**src/rtl/alu_exec_seq_pkg.sv**
```systemverilog
// Shared ALU definitions: control codes (also decoded by the ALU controller),
// operand-B select encodings, execution FSM states and an operand-B helper.
package alu_exec_seq_pkg;

    localparam int DATA_W    = 32;
    localparam int MUL_ITERS = 32;
    localparam int CNT_W     = $clog2(MUL_ITERS);

    typedef enum logic [3:0] {
        ALU_AND  = 4'b0000,
        ALU_OR   = 4'b0001,
        ALU_ADD  = 4'b0010,
        ALU_MUL  = 4'b0100,
        ALU_SUB  = 4'b0110,
        ALU_SLT  = 4'b0111,
        ALU_SHR  = 4'b1000,
        ALU_IDLE = 4'b1111
    } alu_ctrl_e;

    typedef enum logic [1:0] {
        SH_B     = 2'b00,  // operand B = b_i
        SH_SHAMT = 2'b01,  // operand B = shamt_i
        SH_ZEXT  = 2'b10   // operand B = zero-extended b_i[15:0]
    } shamt_ctrl_e;

    typedef enum logic {
        ST_IDLE = 1'b0,
        ST_MUL  = 1'b1
    } exec_state_e;

    // Encoding 11 is unused and falls back to plain b_i.
    function automatic logic [DATA_W-1:0] operand_b(input logic [1:0]        sel,
                                                    input logic [DATA_W-1:0] b,
                                                    input logic [4:0]        shamt);
        logic [DATA_W-1:0] r;
        case (sel)
            SH_SHAMT: r = {{(DATA_W-5){1'b0}}, shamt};
            SH_ZEXT:  r = {{(DATA_W-16){1'b0}}, b[15:0]};
            default:  r = b;
        endcase
        return r;
    endfunction

endpackage

```
**src/rtl/alu_exec_seq_if.sv**
```systemverilog
// Request/response bundle of the ALU execution unit.
// master: issues operations (start_i, ALUCtrl_i, shamt_ctrl_i, src1_i, b_i,
//         shamt_i) and observes result_o, zero_o, valid_o, busy_o.
// slave:  the execution unit.
interface alu_exec_seq_if;
    import alu_exec_seq_pkg::*;

    logic              start_i;
    logic [3:0]        ALUCtrl_i;
    logic [1:0]        shamt_ctrl_i;
    logic [DATA_W-1:0] src1_i;
    logic [DATA_W-1:0] b_i;
    logic [4:0]        shamt_i;
    logic [DATA_W-1:0] result_o;
    logic              zero_o;
    logic              valid_o;
    logic              busy_o;

    modport master (
        output start_i, ALUCtrl_i, shamt_ctrl_i, src1_i, b_i, shamt_i,
        input  result_o, zero_o, valid_o, busy_o
    );

    modport slave (
        input  start_i, ALUCtrl_i, shamt_ctrl_i, src1_i, b_i, shamt_i,
        output result_o, zero_o, valid_o, busy_o
    );

endinterface

```
**src/rtl/alu_exec_seq_mul.sv**
```systemverilog
// Iterative shift-add multiplier, one multiplier bit per cycle, 32 iterations.
// Ports: clk_i, rst_i (async, active-low), start_i (load operands),
//        a_i/b_i operands, done_o (high during the last iteration),
//        product_o (low 32 bits of the product, valid while done_o=1).
module alu_mul_seq
    import alu_exec_seq_pkg::*;
(
    input  logic              clk_i,
    input  logic              rst_i,
    input  logic              start_i,
    input  logic [DATA_W-1:0] a_i,
    input  logic [DATA_W-1:0] b_i,
    output logic              done_o,
    output logic [DATA_W-1:0] product_o
);

    logic [DATA_W-1:0] mcand_q, mplier_q, acc_q, acc_next;
    logic [CNT_W-1:0]  cnt_q;
    logic              run_q;

    // The final accumulate is exposed combinationally so the owner can
    // register the product on the same edge as the 32nd iteration.
    assign acc_next  = acc_q + (mplier_q[0] ? mcand_q : '0);
    assign done_o    = run_q && (cnt_q == CNT_W'(MUL_ITERS - 1));
    assign product_o = acc_next;

    always_ff @(posedge clk_i or negedge rst_i) begin
        if (!rst_i) begin
            mcand_q  <= '0;
            mplier_q <= '0;
            acc_q    <= '0;
            cnt_q    <= '0;
            run_q    <= 1'b0;
        end else if (start_i && !run_q) begin
            mcand_q  <= a_i;
            mplier_q <= b_i;
            acc_q    <= '0;
            cnt_q    <= '0;
            run_q    <= 1'b1;
        end else if (run_q) begin
            acc_q    <= acc_next;
            mcand_q  <= mcand_q << 1;
            mplier_q <= mplier_q >> 1;
            cnt_q    <= cnt_q + 1'b1;  // wraps back to 0 after the last iteration
            if (done_o) run_q <= 1'b0;
        end
    end

endmodule

```
**src/rtl/alu_exec_seq.sv**
```systemverilog
// ALU execution unit: single-cycle logic/arith/compare/shift ops and a
// 32-cycle iterative multiply.
// Ports: clk_i, rst_i (async, active-low), bus (slave modport carrying the
//        request fields and result_o/zero_o/valid_o/busy_o).
module alu_exec_seq
    import alu_exec_seq_pkg::*;
(
    input  logic          clk_i,
    input  logic          rst_i,
    alu_exec_seq_if.slave bus
);

    exec_state_e       state_q, state_d;
    logic [DATA_W-1:0] opb, alu_res, mul_prod, result_q;
    logic [4:0]        shift_amt;
    logic              accept, mul_start, mul_done;
    logic              zero_q, valid_q;

    // start_i only matters while idle; busy requests are dropped.
    assign accept    = bus.start_i && (state_q == ST_IDLE);
    assign mul_start = accept && (bus.ALUCtrl_i == ALU_MUL);

    assign opb       = operand_b(bus.shamt_ctrl_i, bus.b_i, bus.shamt_i);
    assign shift_amt = (bus.shamt_ctrl_i == SH_SHAMT) ? bus.shamt_i : bus.src1_i[4:0];

    always_comb begin
        alu_res = '0;
        case (bus.ALUCtrl_i)
            ALU_AND: alu_res = bus.src1_i & opb;
            ALU_OR:  alu_res = bus.src1_i | opb;
            ALU_ADD: alu_res = bus.src1_i + opb;
            ALU_SUB: alu_res = bus.src1_i - opb;
            ALU_SLT: alu_res = (bus.shamt_ctrl_i == SH_ZEXT)
                             ? {{(DATA_W-1){1'b0}}, (bus.src1_i < opb)}
                             : {{(DATA_W-1){1'b0}}, ($signed(bus.src1_i) < $signed(opb))};
            ALU_SHR: alu_res = $signed(bus.b_i) >>> shift_amt;
            default: alu_res = '0;  // IDLE and unknown codes
        endcase
    end

    alu_mul_seq u_mul (
        .clk_i     (clk_i),
        .rst_i     (rst_i),
        .start_i   (mul_start),
        .a_i       (bus.src1_i),
        .b_i       (opb),
        .done_o    (mul_done),
        .product_o (mul_prod)
    );

    always_ff @(posedge clk_i or negedge rst_i) begin
        if (!rst_i) state_q <= ST_IDLE;
        else        state_q <= state_d;
    end

    always_comb begin
        state_d = state_q;
        case (state_q)
            ST_IDLE: if (mul_start) state_d = ST_MUL;
            ST_MUL:  if (mul_done)  state_d = ST_IDLE;
            default: state_d = ST_IDLE;
        endcase
    end

    always_ff @(posedge clk_i or negedge rst_i) begin
        if (!rst_i) begin
            result_q <= '0;
            zero_q   <= 1'b0;
            valid_q  <= 1'b0;
        end else if (accept && !mul_start) begin
            result_q <= alu_res;
            zero_q   <= (alu_res == '0);
            valid_q  <= 1'b1;
        end else if (mul_done) begin
            result_q <= mul_prod;
            zero_q   <= (mul_prod == '0);
            valid_q  <= 1'b1;
        end else begin
            valid_q  <= 1'b0;
        end
    end

    assign bus.result_o = result_q;
    assign bus.zero_o   = zero_q;
    assign bus.valid_o  = valid_q;
    assign bus.busy_o   = (state_q == ST_MUL);

endmodule
```
**src/flat_wrapper.sv**
```systemverilog
// flat-port wrapper written by rule: the top's interface ports become plain ports
module alu_exec_seq_flat import alu_exec_seq_pkg::*;
  (clk_i, rst_i, bus_start_i, bus_ALUCtrl_i, bus_shamt_ctrl_i, bus_src1_i, bus_b_i, bus_shamt_i, bus_result_o, bus_zero_o, bus_valid_o, bus_busy_o);
  alu_exec_seq_if bus_i ();
  input  logic clk_i;
  input  logic rst_i;
  input wire logic [$bits(bus_i.start_i)-1:0] bus_start_i;
  input wire logic [$bits(bus_i.ALUCtrl_i)-1:0] bus_ALUCtrl_i;
  input wire logic [$bits(bus_i.shamt_ctrl_i)-1:0] bus_shamt_ctrl_i;
  input wire logic [$bits(bus_i.src1_i)-1:0] bus_src1_i;
  input wire logic [$bits(bus_i.b_i)-1:0] bus_b_i;
  input wire logic [$bits(bus_i.shamt_i)-1:0] bus_shamt_i;
  output wire logic [$bits(bus_i.result_o)-1:0] bus_result_o;
  output wire logic [$bits(bus_i.zero_o)-1:0] bus_zero_o;
  output wire logic [$bits(bus_i.valid_o)-1:0] bus_valid_o;
  output wire logic [$bits(bus_i.busy_o)-1:0] bus_busy_o;
  assign bus_i.start_i = bus_start_i;
  assign bus_i.ALUCtrl_i = bus_ALUCtrl_i;
  assign bus_i.shamt_ctrl_i = bus_shamt_ctrl_i;
  assign bus_i.src1_i = bus_src1_i;
  assign bus_i.b_i = bus_b_i;
  assign bus_i.shamt_i = bus_shamt_i;
  assign bus_result_o = bus_i.result_o;
  assign bus_zero_o = bus_i.zero_o;
  assign bus_valid_o = bus_i.valid_o;
  assign bus_busy_o = bus_i.busy_o;
  alu_exec_seq u_core (.clk_i(clk_i), .rst_i(rst_i), .bus(bus_i));
endmodule
```
**config.mk**
```make
export PLATFORM = sky130hd
export DESIGN_NAME = alu_exec_seq_flat
export DESIGN_NICKNAME = d
export VERILOG_FILES = /design/src/rtl/alu_exec_seq_pkg.sv /design/src/rtl/alu_exec_seq_if.sv /design/src/rtl/alu_exec_seq_mul.sv /design/src/rtl/alu_exec_seq.sv /design/src/flat_wrapper.sv
export SDC_FILE = /design/constraint.sdc
export NUM_CORES = 1
export LEC_CHECK = 0
export BUFFER_PORTS_ARGS = -buffer_cell sky130_fd_sc_hd__buf_2
export CAP_MARGIN = 20
export CORE_MARGIN = 10
export CORE_UTILIZATION = 32
export DETAILED_ROUTE_END_ITERATION = 7
export GPL_ROUTABILITY_DRIVEN = 0
export PLACE_DENSITY_LB_ADDON = 0.25
export SYNTH_ARGS = -nofsm -noshare
export SYNTH_HDL_FRONTEND = slang
export SYNTH_HIERARCHICAL = 1
export SYNTH_SLANG_ARGS = --single-unit
```
**constraint.sdc**
```tcl
create_clock -name clk_i -period 4.6 [get_ports clk_i]
set_input_delay 0.23 -clock clk_i [delete_from_list [all_inputs] [get_ports clk_i]]
set_output_delay 0.23 -clock clk_i [all_outputs]
set_load 0.02 [all_outputs]
```
==> flow_summary.toml, run 1 <==
[status]
status = "finished, final reports clean"

[synthesis]
seq_area_frac_synth = 0.2190
synth.area.top_cells = "dfrtp_1 22%, ha_1 11%, mux2i_1 8.1%, nand2_1 5.1%, o21ai_0 5.1%"
netlist_top_cells_count = "214 x nand2_1, 159 x o21ai_0, 148 x a21oi_1"
synth_edf_count = 0
synth_top_area_frac = 0.2190
netlist_area_um2 = 15660
synth_seq_cells = 137
synthCells = 1940
yosysMostFrequentCell = "nand2_1"
avgSynthCellArea_um2 = 8.070
ys_warn_count = 6
yosysTopAreaCell = "dfrtp_1"
syn_nets = 2153
synth_flop_cell = "dfrtp_1"
async_flop_share = 1.000
yosysUniqueCellTypes = 91

[setup_path]
r2r_cells = 15
endpoint_kind = "flop"
cp-start-kind = "input pin"
r2r-start = "u_core/u_mul/mplier_q[0]"
cp_top_family = "simple AND/OR/NAND/NOR gates"
path_class = "input pin to flop"
critPathRequiredTime_ns = 4.96
crit_path_max_incr_delay_ns = 0.53
worst_path_max_delay_cell = "or4_1"
reg2reg_slack_ns = 0.28
r2r_end = "u_core/bus.zero_o"
arrival_ns = 4.84
crit_buf_inv = 5
crit_chain = "buf_2, inv_1, ha_2, or2_4, a22o_1, inv_1, ha_2, nor2_1, nand3_2, a2111oi_2, buf_4, o21a_1, buf_4, o31a_1, a22o_1, o311a_4, o2111ai_1, or4_1, or4_1, o32ai_2"
cp_max_fo = 7

[detailed_routing]
drc = 0
wirelength_um = 65810
final_antenna_net_count = 0
via_count = 16901
first_pass_iters = 6
drt-vias-per-instance = 5.864
wl_per_cell_um = 22.84
first_iter_violations = 1713

[sta]
hold_viol_final = 0
fin_crit_ns = 4.485
finalCritPeriodShare = 0.9749
finClkSkew_ns = 0.01029
tightest_slew_ns = 1.111
slew_headroom = 0.2527
slew_violations = 0
fmax_ghz = 0.2230
setup_violations = 0
finalSetupTns_ns = 0
timing.hold.ws_ns = 0.1274

[worst_hold_path]
hold_path.class = "input pin to flop"
hold_end = "u_core/u_mul/mcand_q[11]"
hold_depth = 3
hold_path.startpoint = "bus_src1_i[11]"

[global_route]
grtUsageTotal = 0.2219
grt_max_degree = 128
grt_pass1_vias = 16408
antenna_found_initial = 1
grt_pass1_wl_um = 99720
overflow = 0

[finish]
finalInstanceArea_um2 = 19730
fillers = 4957
antenna_cells = 0
area.growth.synth_to_final_pct = 26.01
layout-drive-gt1-share = 0.2488
fin_cells = 2882
multiInputGateArea_um2 = 11570
final_nets = 2467
regArea_um2 = 3432

[clock_network]
cts_buffers = 17
cts_root_buf = "clkbuf_16"
path_clk_slew_ns = 0.06
clock_sinks = 137
cts_buffer_depth = 2
cts_tree = "built"
clk_latency_ns = 0.46
h-tree-depth = 4

[place]
dpl.hpwl_um = 52750
dp.cells = 2843
placed_cell_area_um2 = 18910
io_buffers = 112

[floorplanning]
die_y_um = 241.2
die_w_um = 241.2
io_pins = 113
std_cell_rows = 80
initial_core_util = 0.3258
die_area_um2 = 58170
coreArea_um2 = 48050

[pwr]
irDropWorstVdd_uv = 230.0
leakagePower_nw = 8.898
p_per_area_nw_per_um2 = 354.2

[job]
cap_violations = 0
## tightest hold or removal path, stage by stage
cell	delay, ns
buf_2	0.12
mux2i_1	0.07
o21ai_0	0.13
## area by class of cell
type,instances,share of cell area
Multi-Input combinational cell,1568,0.5864
Sequential cell,137,0.1740
Timing Repair Buffer,419,0.1486
Tap cell,615,0.03901
Clock buffer,19,0.02245
Inverter,111,0.02112
Clock inverter,13,0.008436
## placed cells by master (no fill, tap or decap), types with 58 or more instances in the layout
master and n:
nand2_1 213, o21ai_0 153, inv_1 110, mux2i_1 124, a21oi_1 143, ha_1 125, nor2_1 115, buf_2 111
dfrtp_1 136, buf_4 301, and2_1 58
## sequential cells by signal (all words and copies together) (netlist names)
register	cells
u_core/bus.valid_o	1
u_core/u_mul/cnt_q	5
u_core/bus.result_o	32
u_core/u_mul/acc_q	32
u_core/u_mul/mcand_q	32
u_core/bus.zero_o	1
u_core/bus.busy_o	1
u_core/u_mul/mplier_q	32
u_core/u_mul/run_q	1
## kinds of logic after synthesis
family / Yosys count / synth area share
xor+xnor: 40 / 0.02238
flops: 137 / 0.2190
compound gates: 624 / 0.2657
fa+ha+maj: 135 / 0.1093
mux: 173 / 0.1397
buf+inv: 236 / 0.05962
simple gates: 595 / 0.1843
## power breakdown
part	internal, mW	leakage [nW]	switching [mW]	total [mW]
Combinational	1.46	6.81	2.08	3.54
Sequential	1.65	1.79	0.343	1.99
Clock	0.870	0.290	0.586	1.46
## layer usage
| metal | share of wire | track usage | wire (µm) | vias up |
|---|---|---|---|---|
| met1 | 0.40 | 0.2733 | 26470 | 8104 |
| met4 | 0.068 | 0.1356 | 4480 | 2 |
| met2 | 0.46 | 0.3602 | 30400 | 801 |
| li1 | - | - | - | 7808 |
| met3 | 0.068 | 0.03353 | 4445 | 186 |
| met5 | 0.00026 | 0 | 17 | - |
## metrics by stage
stage	total power [mW]	util	setup WS, ns
finish	6.987	0.4106	0.1155
global route	7.444	0.4106	-0.007019
floorplan	4.060	-	0.03235
detailed placement	5.440	0.3936	-0.4433
global placement	5.393	0.3936	-0.3902
CTS	6.936	0.4065	0.01444
## what timing repair did
item / in CTS / in global routing
gates resized for setup: 0 / 28
hold endpoints to repair: 56 / 0
hold buffers: 1 / 0
buffers inserted: 0 / 3
endpoints found under the setup margin: 0 / 1
## worst max-delay path by stage
stage          slack (ns)                 to  depth (start not counted)           startpoint
5_1_grt            -0.007  u_core/bus.zero_o                         24  bus_shamt_ctrl_i[0]
6_report             0.12  u_core/bus.zero_o                         20  bus_shamt_ctrl_i[0]
4_1_cts              0.01  u_core/bus.zero_o                         19  bus_shamt_ctrl_i[0]
3_5_place_dp        -0.44  u_core/bus.zero_o                         19  bus_shamt_ctrl_i[0]
3_3_place_gp        -0.39  u_core/bus.zero_o                         19  bus_shamt_ctrl_i[0]
2_1_floorplan        0.03  u_core/bus.zero_o                         20  bus_shamt_ctrl_i[0]
Note: power is estimated with default switching activity, not from simulation.
==> run 2, diff against run 1 <==
--- a/config.mk
+++ b/config.mk
@@ -7,6 +7,7 @@
 export LEC_CHECK = 0
 export BUFFER_PORTS_ARGS = -buffer_cell sky130_fd_sc_hd__buf_2
 export CAP_MARGIN = 20
+export CORE_ASPECT_RATIO = 0.75
 export CORE_MARGIN = 10
 export CORE_UTILIZATION = 32
 export DETAILED_ROUTE_END_ITERATION = 7
==> constraint.sdc (replaced) <==
create_clock -name clk_i -period 5.1 [get_ports clk_i]
set_input_delay 0.255 -clock clk_i [delete_from_list [all_inputs] [get_ports clk_i]]
set_output_delay 0.255 -clock clk_i [all_outputs]
set_load 0.02 [all_outputs]
==> flow_summary.toml, run 2 (same netlist as run 1, synthesis figures left out) <==
[status]
status = "finished, final reports clean"

[clock_network]
path_clk_slew_ns = 0.07
cts_setup_buffers = 0
cts_root_buf = "clkbuf_16"
clock_sinks = 137
cts_buffers = 17
cts_buffer_depth = 2
cts_tree = "built"
clk_latency_ns = 0.46
h-tree-depth = 4

[detailed_routing]
final_antenna_net_count = 0
first_pass_iters = 6
wl_per_cell_um = 22.76
first_iter_violations = 2061
drt-vias-per-instance = 5.906
via_count = 16485
wirelength_um = 63520
drc = 0

[sta]
rsz0062_at_grt = "no"
fin_crit_ns = 4.871
slew_headroom = 0.2838
finClkSkew_ns = 0.009592
hold_viol_final = 0
setup_violations = 0
finalSetupTns_ns = 0
slew_violations = 0
tightest_slew_ns = 1.066
fmax_ghz = 0.2053
finalCritPeriodShare = 0.9551

[pwr]
total_power_mw = 6.064
irDropWorstVdd_uv = 203.8
leakagePower_nw = 8.262
p_per_area_nw_per_um2 = 326.5

[setup_path]
arrival_ns = 5.24
path_class = "input pin to flop"
cp-start-kind = "input pin"
cp_max_fo = 8
endpoint_kind = "flop"
critPathRequiredTime_ns = 5.47

[floorplanning]
std_cell_rows = 70
coreArea_um2 = 48520
die_w_um = 275.4
die_area_um2 = 58260
initial_core_util = 0.3226
die_y_um = 211.6
io_pins = 113

[finish]
layout_common_cells = "214 x nand2_1, 180 x buf_4, 159 x o21ai_0"
mostFrequentLayoutCell = "nand2_1"
final_nets = 2343
antenna_cells = 0
fillers = 5064
multiInputGateArea_um2 = 11350
area.growth.synth_to_final_pct = 18.65
regArea_um2 = 3432
layout-drive-gt1-share = 0.1890
finish.utilization = 0.3828

[place]
io_buffers = 112
dpl.hpwl_um = 50790

[job]
cap_violations = 0

[worst_hold_path]
hold_path.class = "input pin to flop"

[global_route]
grt_max_degree = 116
overflow = 0
grt_pass1_wl_um = 96880
antenna_found_initial = 3
grtUsageTotal = 0.2131
grt_pass1_vias = 15452
run 2: timing repair:
action,in CTS,in global routing
hold endpoints to repair,83,0
resized for setup,0,2
endpoints found under the setup margin,0,1
hold buffers,1,0
run 2: report_power, final:
part           internal [mW]  leakage (nW)  switching, mW
logic                   1.19          6.19           1.82
registers               1.49          1.79          0.315
clock network          0.679         0.274          0.571
total                   3.35          8.26           2.71
run 2: layer usage:
layer	GRT usage	part of all wire
met1	0.3088	0.45
met2	0.3161	0.43
met3	0.04296	0.095
met4	0.05154	0.024
met5	0	0.00020
run 2: worst paths after layout:
path | cells past startpoint | startpoint | end | slack [ns]
min in group asynchronous | 2 | rst_i | u_core/bus.result_o[28] | 0.46
worst max register to register | 16 | u_core/u_mul/mplier_q[0] | u_core/bus.zero_o | 0.36
worst max-delay path | 20 | bus_shamt_ctrl_i[0] | u_core/bus.zero_o | 0.23
max in group asynchronous | 3 | rst_i | u_core/u_mul/mplier_q[10] | 3.44
worst min register to register | 2 | u_core/u_mul/mplier_q[3] | u_core/u_mul/mplier_q[2] | 0.48
worst min-delay path | 3 | bus_src1_i[30] | u_core/u_mul/mcand_q[30] | 0.16
run 2: layout make-up:
class | count | area share
Clock buffer | 17 | 0.02290
Clock inverter | 15 | 0.007679
Inverter | 111 | 0.02243
Multi-Input combinational cell | 1567 | 0.6111
Sequential cell | 137 | 0.1848
Tap cell | 648 | 0.04365
Timing Repair Buffer | 296 | 0.1074
run 2: stage by stage:
step	hold slack, ns	cells	setup WS, ns	cell area [µm²]
finish	0.1621	2791	0.2287	18570
global route	0.1848	2791	0.006517	18570
CTS	0.1525	2790	0.2876	18540
detailed placement	0.4489	2757	-0.1699	17970
global placement	0.4366	2757	-0.06560	17970
floorplan	-0.04059	1940	0.09333	15660
run 2: critical path, stage by stage:
cell and delay [ns]:
buf_2 0.09, inv_1 0.04, ha_1 0.29, or2_2 0.33, buf_12 0.15, and2_1 0.16
inv_1 0.08, ha_1 0.24, or4_1 0.54, o21bai_1 0.20, nor3_1 0.20, buf_4 0.18
o311ai_1 0.12, nand4_1 0.15, a31oi_1 0.19, nor4_1 0.32, nand4_1 0.28, or4_1 0.59
or4_1 0.56, o32ai_2 0.26
==> run 3, diff against run 2 <==
--- a/config.mk
+++ b/config.mk
@@ -12,7 +12,7 @@
 export CORE_UTILIZATION = 32
 export DETAILED_ROUTE_END_ITERATION = 7
 export GPL_ROUTABILITY_DRIVEN = 0
-export PLACE_DENSITY_LB_ADDON = 0.25
+export PLACE_DENSITY = 0.51
 export SYNTH_ARGS = -nofsm -noshare
 export SYNTH_HDL_FRONTEND = slang
 export SYNTH_HIERARCHICAL = 1
==> flow_summary.toml, run 3 (same netlist as run 1, synthesis figures left out) <==
[sta]
setup_violations = 0
slew_headroom = 0.2201
finalSetupTns_ns = 0
fmax_ghz = 0.2068
fin_crit_ns = 4.835
finClkSkew_ns = 0.02011
rsz0062_at_grt = "no"
slew_violations = 0
hold_viol_final = 0
tightest_slew_ns = 1.159
finalCritPeriodShare = 0.9481

[setup_path]
path_class = "input pin to flop"
cp-start-kind = "input pin"
crit_buf_inv = 4
critPathRequiredTime_ns = 5.44
endpoint_kind = "flop"
crit_path_max_incr_delay_ns = 0.56
cp_top_family = "simple AND/OR/NAND/NOR gates"
cpMostUsedCell = "or4_1"
worst_path_max_delay_cell = "or4_1"
crit_chain = "buf_2, inv_1, ha_1, buf_4, nor2b_1, a22o_1, inv_1, ha_1, nor3b_1, nor3_1, a21oi_1, o21bai_1, a211oi_1, or4_1, nor4_1, nand4_1, or4_1, or4_1, o32ai_2"
arrival_ns = 5.18
cp_max_fo = 5

[finish]
finish.utilization = 0.3826
fillers = 5078
final_nets = 2339
multiInputGateArea_um2 = 11370
regArea_um2 = 3432
layout_common_cells = "214 x nand2_1, 177 x buf_4, 159 x o21ai_0"
layout-drive-gt1-share = 0.1893
mostFrequentLayoutCell = "nand2_1"
area.growth.synth_to_final_pct = 18.60
fin_cells = 2788

[clock_network]
h-tree-depth = 4
path_clk_slew_ns = 0.07
cts_tree = "built"
clk_latency_ns = 0.45
cts_buffers = 17
cts_buffer_depth = 2
clock_sinks = 137
cts_root_buf = "clkbuf_16"

[global_route]
grt_pass1_vias = 15538
grt_max_degree = 90
grtUsageTotal = 0.2150
antenna_found_initial = 2
overflow = 0
grt_pass1_wl_um = 97650

[detailed_routing]
first_iter_violations = 1928
drt-vias-per-instance = 5.857
wl_per_cell_um = 23.06
final_antenna_net_count = 0
via_count = 16330
first_pass_iters = 5
wirelength_um = 64300
drc = 0

[floorplanning]
die_area_um2 = 58260
io_pins = 113
die_y_um = 211.6
std_cell_rows = 70
initial_core_util = 0.3226
coreArea_um2 = 48520
die_w_um = 275.4

[status]
status = "finished, final reports clean"

[place]
dp.cells = 2754
io_buffers = 112
dpl.hpwl_um = 51680

[job]
cap_violations = 0

[pwr]
leakagePower_nw = 8.240
p_per_area_nw_per_um2 = 327.5
irDropWorstVdd_uv = 224.6

[worst_hold_path]
hold_path.class = "input pin to flop"
run 3: cell types whose count changed in the layout (fill, tap and decap cells not counted), sizes merged:
cell,delta
buf,-4
clkbuf,+2
clkinv,-2
diode,+1
run 3: power by group:
part | internal, mW | switching, mW
clock network | 0.709 | 0.563
registers | 1.49 | 0.335
logic | 1.19 | 1.80
total | 3.38 | 2.70
run 3: worst min-delay path: stages:
cell and delay, ns:
buf_2 0.13, mux2i_1 0.12, o21ai_0 0.08
run 3: metrics by stage:
stage | hold slack (ns) | setup WS, ns | total power [mW] | cell area (µm²)
6_report | 0.1886 | 0.2648 | 6.081 | 18570
5_1_grt | 0.1962 | 0.009271 | 6.494 | 18560
4_1_cts | 0.1617 | 0.08335 | 6.077 | 18540
3_5_place_dp | 0.4102 | -0.5723 | 4.767 | 17940
3_3_place_gp | 0.4073 | -0.5475 | 4.734 | 17940
2_1_floorplan | -0.04059 | 0.09333 | 3.642 | 15660
run 3: layout make-up:
type                            instances  share of cell area
Clock buffer                           19             0.02440
Tap cell                              648             0.04367
Timing Repair Buffer                  292              0.1048
Clock inverter                         13            0.007211
Antenna cell                            1           0.0001348
Multi-Input combinational cell       1567              0.6125
Inverter                              111             0.02244
Sequential cell                       137              0.1849
run 3: what timing repair did:
action                                 in CTS  in global routing
setup endpoints to repair                   1                  1
endpoints found under the hold margin      87                  0
resized for setup                           1                  6
pin swaps                                   0                  1
hold buffers                                1                  0
buffers inserted                            0                  0
run 3: worst paths after layout:
kind                                           from                       end  slack, ns  cells after the start
max in group asynchronous                     rst_i   u_core/u_mul/mcand_q[1]       3.40                      3
hold reg to reg            u_core/u_mul/mplier_q[2]  u_core/u_mul/mplier_q[1]       0.49                      2
setup / recovery                bus_shamt_ctrl_i[0]         u_core/bus.zero_o       0.26                     19
hold / removal                       bus_src1_i[29]  u_core/u_mul/mcand_q[29]       0.19                      3
min in group asynchronous                     rst_i    u_core/u_mul/acc_q[26]       0.45                      2
setup reg to reg           u_core/u_mul/mplier_q[0]         u_core/bus.zero_o       0.49                     15
run 3: routing by layer:
layer / vias up / global-route usage / share of wire
li1: 7543 / - / -
met1: 7916 / 0.3129 / 0.46
met2: 782 / 0.3164 / 0.43
met3: 89 / 0.04307 / 0.087
met4: 0 / 0.05455 / 0.025
met5: - / 0 / 0
